File: config.mk
export PLATFORM = sky130hd
export DESIGN_NAME = i2c_master_ctrl
export DESIGN_NICKNAME = d
export VERILOG_FILES = /design/src/rtl/i2c_master_ctrl.sv
export SDC_FILE = /design/constraint.sdc
export NUM_CORES = 1
export LEC_CHECK = 0
export BUFFER_PORTS_ARGS = -buffer_cell sky130_fd_sc_hd__buf_2
export CAP_MARGIN = 10
export CORE_UTILIZATION = 40
export CTS_CLUSTER_SIZE = 30
export DETAILED_ROUTE_END_ITERATION = 7
export GPL_TIMING_DRIVEN = 0
export PLACE_DENSITY = 0.66
export SLEW_MARGIN = 20
export SYNTH_ARGS = -nofsm -noshare
export SYNTH_HDL_FRONTEND = slang
export SYNTH_SLANG_ARGS = --single-unit
File: constraint.sdc
create_clock -name wb_clk_i -period 5.9 [get_ports wb_clk_i]
set_clock_uncertainty 0.2 [all_clocks]
set_input_delay 0.295 -clock wb_clk_i [delete_from_list [all_inputs] [get_ports wb_clk_i]]
set_output_delay 0.295 -clock wb_clk_i [all_outputs]
set_load 0.05 [all_outputs]
File: src/rtl/i2c_master_ctrl.sv
// i2c_master_ctrl: single-byte register I2C initiator on open-drain pads.
// Write: S dev+W reg data P.  Read: S dev+W reg Sr dev+R data NACK P.
// Ports: wb_clk_i/wb_rst_i (sync, active-high); cmd_* request with
//   cmd_valid/cmd_ready; rsp_valid pulse with rsp_rdata/rsp_nack; busy;
//   scl_i/scl_oeb, sda_i/sda_oeb pads (oeb=0 pulls low, 1 releases).
// Build option: I2C_CLK_STRETCH_EN honours target clock stretching on SCL.
module i2c_master_ctrl #(
    parameter int unsigned QDIV = 100
) (
    input  logic       wb_clk_i,
    input  logic       wb_rst_i,
    input  logic       cmd_valid,
    output logic       cmd_ready,
    input  logic       cmd_rw,
    input  logic [6:0] cmd_dev,
    input  logic [7:0] cmd_reg,
    input  logic [7:0] cmd_wdata,
    output logic       rsp_valid,
    output logic [7:0] rsp_rdata,
    output logic       rsp_nack,
    output logic       busy,
    input  logic       scl_i,
    output logic       scl_oeb,
    input  logic       sda_i,
    output logic       sda_oeb
);

    localparam logic [15:0] CNT_MAX = 16'(QDIV - 1);

    typedef enum logic [3:0] {
        S_IDLE,
        S_START,
        S_DEVW,
        S_REG,
        S_WDATA,
        S_RSTART,
        S_DEVR,
        S_RDATA,
        S_STOP
    } state_t;

    state_t      state_q, state_d;
    state_t      byte_next;
    logic [2:0]  qtr_q, qtr_d;
    logic [3:0]  bit_q, bit_d;
    logic [15:0] cnt_q, cnt_d;
    logic        rw_q, rw_d;
    logic [6:0]  dev_q, dev_d;
    logic [7:0]  reg_q, reg_d;
    logic [7:0]  wdata_q, wdata_d;
    logic [7:0]  rdata_q, rdata_d;
    logic        nack_q, nack_d;
    logic        busy_q, busy_d;
    logic        rsp_valid_q, rsp_valid_d;
    logic        cmd_ready_q, cmd_ready_d;
    logic        scl_oeb_q, scl_oeb_d;
    logic        sda_oeb_q, sda_oeb_d;
    logic        tick;
    logic        stall;
    logic [7:0]  tx_byte;
    logic        tx_bit;

`ifdef I2C_CLK_STRETCH_EN
    // SCL released but still low: a target is stretching, so the
    // quarter timer waits and the high phase starts at the real rise.
    assign stall = scl_oeb_q & ~scl_i;
`else
    logic scl_unused;
    assign scl_unused = scl_i;
    assign stall      = 1'b0;
`endif

    assign tick = (cnt_q == 16'd0);

    always_comb begin
        unique case (state_q)
            S_DEVW:  byte_next = S_REG;
            S_REG:   byte_next = rw_q ? S_RSTART : S_WDATA;
            S_DEVR:  byte_next = S_RDATA;
            default: byte_next = S_STOP;
        endcase
    end

    always_comb begin
        state_d     = state_q;
        qtr_d       = qtr_q;
        bit_d       = bit_q;
        cnt_d       = cnt_q;
        rw_d        = rw_q;
        dev_d       = dev_q;
        reg_d       = reg_q;
        wdata_d     = wdata_q;
        rdata_d     = rdata_q;
        nack_d      = nack_q;
        busy_d      = busy_q;
        rsp_valid_d = 1'b0;

        if (state_q == S_IDLE) begin
            cnt_d = CNT_MAX;
            if (cmd_valid && cmd_ready_q) begin
                rw_d    = cmd_rw;
                dev_d   = cmd_dev;
                reg_d   = cmd_reg;
                wdata_d = cmd_wdata;
                rdata_d = 8'h00;
                nack_d  = 1'b0;
                busy_d  = 1'b1;
                state_d = S_START;
                qtr_d   = 3'd0;
                bit_d   = 4'd0;
            end
        end else if (stall) begin
            cnt_d = cnt_q;
        end else if (!tick) begin
            cnt_d = cnt_q - 16'd1;
        end else begin
            cnt_d = CNT_MAX;
            unique case (state_q)
                S_START: begin
                    if (qtr_q == 3'd2) begin
                        state_d = S_DEVW;
                        qtr_d   = 3'd0;
                        bit_d   = 4'd0;
                    end else begin
                        qtr_d = qtr_q + 3'd1;
                    end
                end
                S_RSTART: begin
                    if (qtr_q == 3'd3) begin
                        state_d = S_DEVR;
                        qtr_d   = 3'd0;
                        bit_d   = 4'd0;
                    end else begin
                        qtr_d = qtr_q + 3'd1;
                    end
                end
                S_STOP: begin
                    if (qtr_q == 3'd5) begin
                        state_d     = S_IDLE;
                        qtr_d       = 3'd0;
                        busy_d      = 1'b0;
                        rsp_valid_d = 1'b1;
                    end else begin
                        qtr_d = qtr_q + 3'd1;
                    end
                end
                S_DEVW, S_REG, S_WDATA, S_DEVR, S_RDATA: begin
                    // q2->q3 boundary is the sampling point of every bit
                    if (qtr_q == 3'd2) begin
                        if (bit_q == 4'd8) begin
                            if (state_q != S_RDATA && sda_i)
                                nack_d = 1'b1;
                        end else if (state_q == S_RDATA) begin
                            rdata_d = {rdata_q[6:0], sda_i};
                        end
                    end
                    if (qtr_q == 3'd3) begin
                        qtr_d = 3'd0;
                        if (bit_q == 4'd8) begin
                            bit_d   = 4'd0;
                            state_d = nack_q ? S_STOP : byte_next;
                        end else begin
                            bit_d = bit_q + 4'd1;
                        end
                    end else begin
                        qtr_d = qtr_q + 3'd1;
                    end
                end
                default: begin
                    state_d = S_IDLE;
                    busy_d  = 1'b0;
                end
            endcase
        end
    end

    // Pad drive is derived from the next state so it is registered
    // alongside the state and changes only on quarter boundaries.
    always_comb begin
        unique case (state_d)
            S_DEVW:  tx_byte = {dev_q, 1'b0};
            S_REG:   tx_byte = reg_q;
            S_WDATA: tx_byte = wdata_q;
            S_DEVR:  tx_byte = {dev_q, 1'b1};
            default: tx_byte = 8'hFF;
        endcase
        tx_bit = tx_byte[3'd7 - bit_d[2:0]];

        unique case (state_d)
            S_START: begin
                scl_oeb_d = 1'b1;
                sda_oeb_d = (qtr_d == 3'd0);
            end
            S_RSTART: begin
                scl_oeb_d = (qtr_d != 3'd0);
                sda_oeb_d = (qtr_d < 3'd2);
            end
            S_STOP: begin
                scl_oeb_d = (qtr_d != 3'd0);
                sda_oeb_d = (qtr_d >= 3'd2);
            end
            S_DEVW, S_REG, S_WDATA, S_DEVR, S_RDATA: begin
                scl_oeb_d = qtr_d[1];
                if (bit_d == 4'd8 || state_d == S_RDATA)
                    sda_oeb_d = 1'b1;
                else
                    sda_oeb_d = tx_bit;
            end
            default: begin
                scl_oeb_d = 1'b1;
                sda_oeb_d = 1'b1;
            end
        endcase

        cmd_ready_d = (state_d == S_IDLE);
    end

    always_ff @(posedge wb_clk_i) begin
        if (wb_rst_i) begin
            state_q     <= S_IDLE;
            qtr_q       <= 3'd0;
            bit_q       <= 4'd0;
            cnt_q       <= CNT_MAX;
            rw_q        <= 1'b0;
            dev_q       <= 7'd0;
            reg_q       <= 8'd0;
            wdata_q     <= 8'd0;
            rdata_q     <= 8'd0;
            nack_q      <= 1'b0;
            busy_q      <= 1'b0;
            rsp_valid_q <= 1'b0;
            cmd_ready_q <= 1'b0;
            scl_oeb_q   <= 1'b1;
            sda_oeb_q   <= 1'b1;
        end else begin
            state_q     <= state_d;
            qtr_q       <= qtr_d;
            bit_q       <= bit_d;
            cnt_q       <= cnt_d;
            rw_q        <= rw_d;
            dev_q       <= dev_d;
            reg_q       <= reg_d;
            wdata_q     <= wdata_d;
            rdata_q     <= rdata_d;
            nack_q      <= nack_d;
            busy_q      <= busy_d;
            rsp_valid_q <= rsp_valid_d;
            cmd_ready_q <= cmd_ready_d;
            scl_oeb_q   <= scl_oeb_d;
            sda_oeb_q   <= sda_oeb_d;
        end
    end

    assign cmd_ready = cmd_ready_q;
    assign rsp_valid = rsp_valid_q;
    assign rsp_rdata = rdata_q;
    assign rsp_nack  = nack_q;
    assign busy      = busy_q;
    assign scl_oeb   = scl_oeb_q;
    assign sda_oeb   = sda_oeb_q;

endmodule
Word-level counts from Yosys, hierarchy flattened --
Cells that the tools add are included.
Word-level totals: output and inout bits 14, input port bits 29, register bits after elaboration 65
Cells by class: bitwise gates (word level) 2, reduce and logical (&&, ||, !) cells 25, eq/ne operators 26, add/subtract/negate cells 4, mux-type cells 53, magnitude comparators 3
Operator list (number):
- 4-bit two-way mux | 16
- 8-bit two-way mux | 7
- 4-bit by 3-bit equality test with 1-bit output, second input constant | 8
- 8-bit one-hot mux with 4 select lines | 1
- 4-bit one-hot mux with 3 select lines | 2
- 3-bit two-way mux | 6
- 4-bit by 2-bit equality test with 1-bit output, second input constant | 4
- 4-bit equality test, second input constant | 4
- 16-bit logical NOT | 1
- 4-bit one-hot mux with 4 select lines | 1
- 16-bit by 1-bit subtractor with 16-bit output, second input constant | 1
- 1-bit two-way mux | 15
- 6-bit AND reduction | 2
- 2-bit nonzero test | 6
- 5-bit OR reduction | 2
- 3-bit one-hot mux with 3 select lines | 1
- 4-bit by 1-bit equality test with 1-bit output, second input constant | 2
- 4-bit logical NOT | 2
- 7-bit OR reduction | 1
- 3-bit by 2-bit equality test with 1-bit output, second input constant | 2
- 6-bit OR reduction | 1
- 4-bit by 1-bit adder with 4-bit output, second input constant | 1
- 3-bit by 4-bit less-than comparator with 1-bit output, second input constant | 1
- 2-bit by 1-bit != test with 1-bit output, second input constant | 2
- other kinds (21) | 24

Logic depth before layout (Yosys ltp) --
depth after elaboration 14, mapped depth 14

Worst setup path after synthesis --
OpenSTA, ideal clock, no wires.
path kind reg2reg, from register cnt_q[0], to register sda_oeb_q, in the netlist sda_oeb, clock period less this slack 3.617 ns, arrival time 3.281 ns, slack 2.283 ns, library setup time 0.136 ns, cell stages (with the launch flop) 15, data required time 5.564 ns, buffers on the path 3, path through dfxtp_1 -> inv_1 -> ha_1 -> or4b_1 -> buf_2 -> or4_4 -> buf_6 -> or2_4 -> o21a_4 -> and2_4 -> buf_6 -> a221oi_1 -> a211oi_1 -> a2111oi_0 -> a211oi_1
Between the ends: cells in the longest elaborated chain, start to end 9, elaborated cells on any way between the ends 27, classes of those cells add/sub: 1; order compare: 2; eq/ne: 9; mux: 11; reduce/logical: 4
RTL lines:
- from (decl) | RTL line 46 | logic [15:0] cnt_q, cnt_d;
- from (signal assigned) | RTL line 239 | cnt_q <= cnt_d;
- 16-bit logical NOT * | RTL line 73 | assign tick = (cnt_q == 16'd0);
- 4-bit two-way mux | RTL line 114 | end else if (!tick) begin
- 4-bit two-way mux | RTL line 98 | if (state_q == S_IDLE) begin
- 4-bit by 3-bit equality test with 1-bit output / 4-bit by 2-bit equality test with 1-bit output (equally long branches) | RTL line 180, 189
- 8-bit one-hot mux with 4 select lines | RTL line 180 | unique case (state_d)
- 1-bit binary-select mux with 3-bit select | RTL line 187 | tx_bit = tx_byte[3'd7 - bit_d[2:0]];
- 1-bit two-way mux (not written as such) | RTL line 187
- 1-bit two-way mux | RTL line 204 | if (bit_d == 4'd8 || state_d == S_RDATA)
- 1-bit one-hot mux with 4 select lines * | RTL line 189 | unique case (state_d)
- to (signal assigned) | RTL line 250 | sda_oeb_q <= sda_oeb_d;
- to (decl) | RTL line 57 | logic sda_oeb_q, sda_oeb_d;
Every way passes the cells marked *; elsewhere a longest branch is shown, timed or not. The select of a mux whose other input is x is not followed. A chain may end at the register's enable or synchronous reset.

Worst setup path after layout --
Same ends and word-level chain as after synthesis.

==> results_dict.tcl <==
set metrics [dict create \
    status "complete, no violations" \
    setup_ws_ns 1.84 \
    grt_pass1_wl_um 14400 \
    irDropWorstVdd_mv 0.121 \
    max_clock_freq_mhz 246 \
    async_flop_share 0 \
    synth-simple-area-share 0.281 \
    yosysTopAreaCell "dfxtp_1" \
    dp_hpwl_um 6190 \
    nFillCells 804 \
    drt-total-wl_um 8740 \
    max_cap_viol_count 0 \
    r2r_cells 13 \
    synth.most_common_cell "nand2_1" \
    syn-cell-area_um2 3370 \
    nNetsFinal 542 \
    synth_nets 466 \
    final_util 0.507 \
    vias 3365 \
    synth_fa_ha_area_frac 0.0297 \
    post-route-min-period_ns 4.06 \
    first_pass_iters 5 \
    synth_cell_types 61 \
    setup_violations 0 \
    first_iter_violations 231 \
    tns_ns 0 \
    htreeDepth 3 \
    clk_pin_slew_ns 0.07 \
    synth.area.mux_share 0.0182 \
    cts_max_path_buffers 2 \
    grt_max_degree 13 \
    arrival_ns 4.07 \
    final-max-slew-violation-count 0 \
    area_delta_synth_final_pct 23.0 \
    rows 33 \
    multi_input_area_um2 1900 \
    overflow 0 \
    cp_slowest_cell "or4_4" \
    wl_per_cell_um 14.2 \
    postCtsSetupRepairBufs 0 \
    ctsResizeCount 0 \
    drt.antenna.violating_nets 0 \
    hold_viol 0 \
    drc_errors 0 \
    start_util 0.412 \
    reg2reg_slack_ns 1.84 \
    numClockSinks 65 \
    hp-start "sda_i" \
    ys_seq_elements 65 \
    crit_path_frequent_cell "a211oi_1" \
    worstPathCellList "inv_1, ha_1, or4b_1, buf_2, or4_4, buf_6, or2_4, o21ai_1, nor4_4, a221oi_1, a211oi_1, a2111oi_0, a211oi_1" \
    crit_path_end_kind "flip-flop" \
    critPathMaxFanout 10 \
    core_um2 8180 \
    grt_pass1_vias 3028 \
    cts_buffers 9 \
    clockRootBuffer "clkbuf_8" \
    num_antenna_cells 0 \
    track_usage 0.211 \
    p_leak_nw 1.52 \
    final-seq-area_um2 1300 \
    rr_endpoint "sda_oeb" \
    yosysTopAreaCellShare 0.386 \
    io_pins 43 \
    die_y_um 93.7 \
    min_delay_path_depth 3 \
    crit_type "flip-flop to flip-flop" \
    critical_path_required_ns 5.92 \
    max_slew.worst_pin.slew_ns 0.888 \
    seq_area_frac_synth 0.386 \
    pre_cts_ws_ns 1.89 \
    hold_class "input port to flip-flop" \
    cp_num_buf_inv 3 \
    portBuffers 41 \
    synth_compound_area_frac 0.207 \
    cts_tree "done" \
    final_cells 615 \
    yosysWarnings 0 \
    relSlewSlack 0.405 \
    synth_cells 429 \
    worstSkewPairLatency_ns 0.35 \
    r2r-start "cnt_q[0]" \
    die_x_um 93.7 \
    rsz0062_at_grt "false" \
    power_mw 0.994 \
    avgSynthCellArea_um2 7.85 \
    drive_gt1_frac 0.151 \
    place.gp.congestion 0.904 \
    crit_family "compound AO/OA/AOI/OAI gates" \
    p_per_area_nw_per_um2 240 \
    period_share 0.688 \
    dp_cells 575 \
    die_area_um2 8790 \
    viasPerCell 5.47 \
    slowest_delay_ns 0.54 \
    synth_xor_xnor_area_share 0.0286 \
    synth_common_cells "79 x nand2_1, 65 x dfxtp_1, 48 x a21oi_1" \
    worstHoldEndpoint "rsp_rdata[0]" \
    synth_area_leaders "dfxtp_1 39%, nand2_1 8.8%, a21oi_1 7.1%, nor2_1 4.0%, ha_1 3.0%" \
    antenna_found_initial 0 \
    worstSetupStartpointType "flip-flop" \
    synth_top_family_by_area "simple AND/OR/NAND/NOR gates" \
    synthFlopType "dfxtp_1" \
    synth-edff-count 0 \
]
[cell usage in the layout, fill, tap and decap left out, types with 4 or more instances in the layout]
| cell type | synthesis | final |
|---|---|---|
| a21oi_1 | 48 | 48 |
| nor3_1 | 13 | 12 |
| nand3_1 | 15 | 15 |
| a2111oi_0 | 4 | 4 |
| a32oi_1 | 5 | 5 |
| or3_1 | 7 | 7 |
| buf_2 | 2 | 43 |
| a211oi_1 | 6 | 6 |
| nor2b_1 | 8 | 8 |
| clkbuf_8 | 0 | 9 |
| a22oi_1 | 4 | 4 |
| inv_1 | 16 | 16 |
| dlygate4sd3_1 | 0 | 24 |
| o21ai_0 | 13 | 13 |
| ha_1 | 8 | 8 |
| xnor2_1 | 9 | 9 |
| clkbuf_1 | 18 | 18 |
| dfxtp_1 | 65 | 65 |
| nor4_1 | 6 | 6 |
| nor2_1 | 36 | 36 |
| nand2_1 | 79 | 79 |
| mux2i_1 | 5 | 5 |
[tightest hold or removal path, stage by stage]
cell and delay, ns:
buf_2 0.11, nand2_1 0.06, a21oi_1 0.05
[per-layer routing]
layer / global-route usage / part of all wire
met1: 0.268 / 0.44
met2: 0.341 / 0.48
met3: 0.0485 / 0.053
met4: 0.0910 / 0.024
met5: 0 / 0
[timing repair]
item	in CTS	in global routing
endpoints found under the setup margin	0	0
hold buffers	24	0
hold endpoints to repair	24	0
[per-stage QoR]
| step | hold slack [ns] | area [um^2] |
|---|---|---|
| 4_1_cts | 0.0000343 | 4140 |
| 3_5_place_dp | 0.189 | 3710 |
| 2_1_floorplan | 0.171 | 3370 |
| 3_3_place_gp | 0.184 | 3700 |
| 5_1_grt | 0.00456 | 4140 |
| 6_report | 0.00862 | 4140 |
[cell families (layout without fill, tap and decap cells)]
group / Yosys count / after routing
xor+xnor: 11 / 11
compound gates: 107 / 107
fa+ha+maj: 8 / 8
flops: 65 / 65
simple gates: 193 / 193
mux: 6 / 6
buf+inv: 39 / 120
[sequential cells by signal, indices dropped and copies added (netlist names)]
signal     cells
cnt_q         16
reg_q          8
rsp_rdata      8
wdata_q        8
dev_q          7
bit_q          4
state_q        4
qtr_q          3
busy           1
cmd_ready      1
rsp_nack       1
rsp_valid      1
rw_q           1
scl_oeb        1
sda_oeb        1
[cell type report]
cell class	count	area share
repair buffers	65	0.108
multi-input cells	325	0.459
well taps	105	0.0317
clock buffers	9	0.0299
plain buffers	23	0.0260
inverters	16	0.0145
clock inverters	7	0.0169
flip-flops and latches	65	0.314
[how the worst max path moves through the flow]
stage / to / slack, ns / startpoint / cells after the start
CTS: sda_oeb / 1.87 / cnt_q[0] / 13
global placement: sda_oeb / 1.97 / cnt_q[0] / 13
finish: sda_oeb / 1.84 / cnt_q[0] / 13
detailed placement: sda_oeb / 1.89 / cnt_q[0] / 13
global route: sda_oeb / 1.57 / cnt_q[0] / 13
floorplan: sda_oeb / 2.28 / cnt_q[0] / 14
[where the power goes]
group,switching [mW],internal (mW)
sequential,0.00947,0.455
clock,0.182,0.195
combinational,0.0975,0.0557
Power figures use the tool's default switching activity.
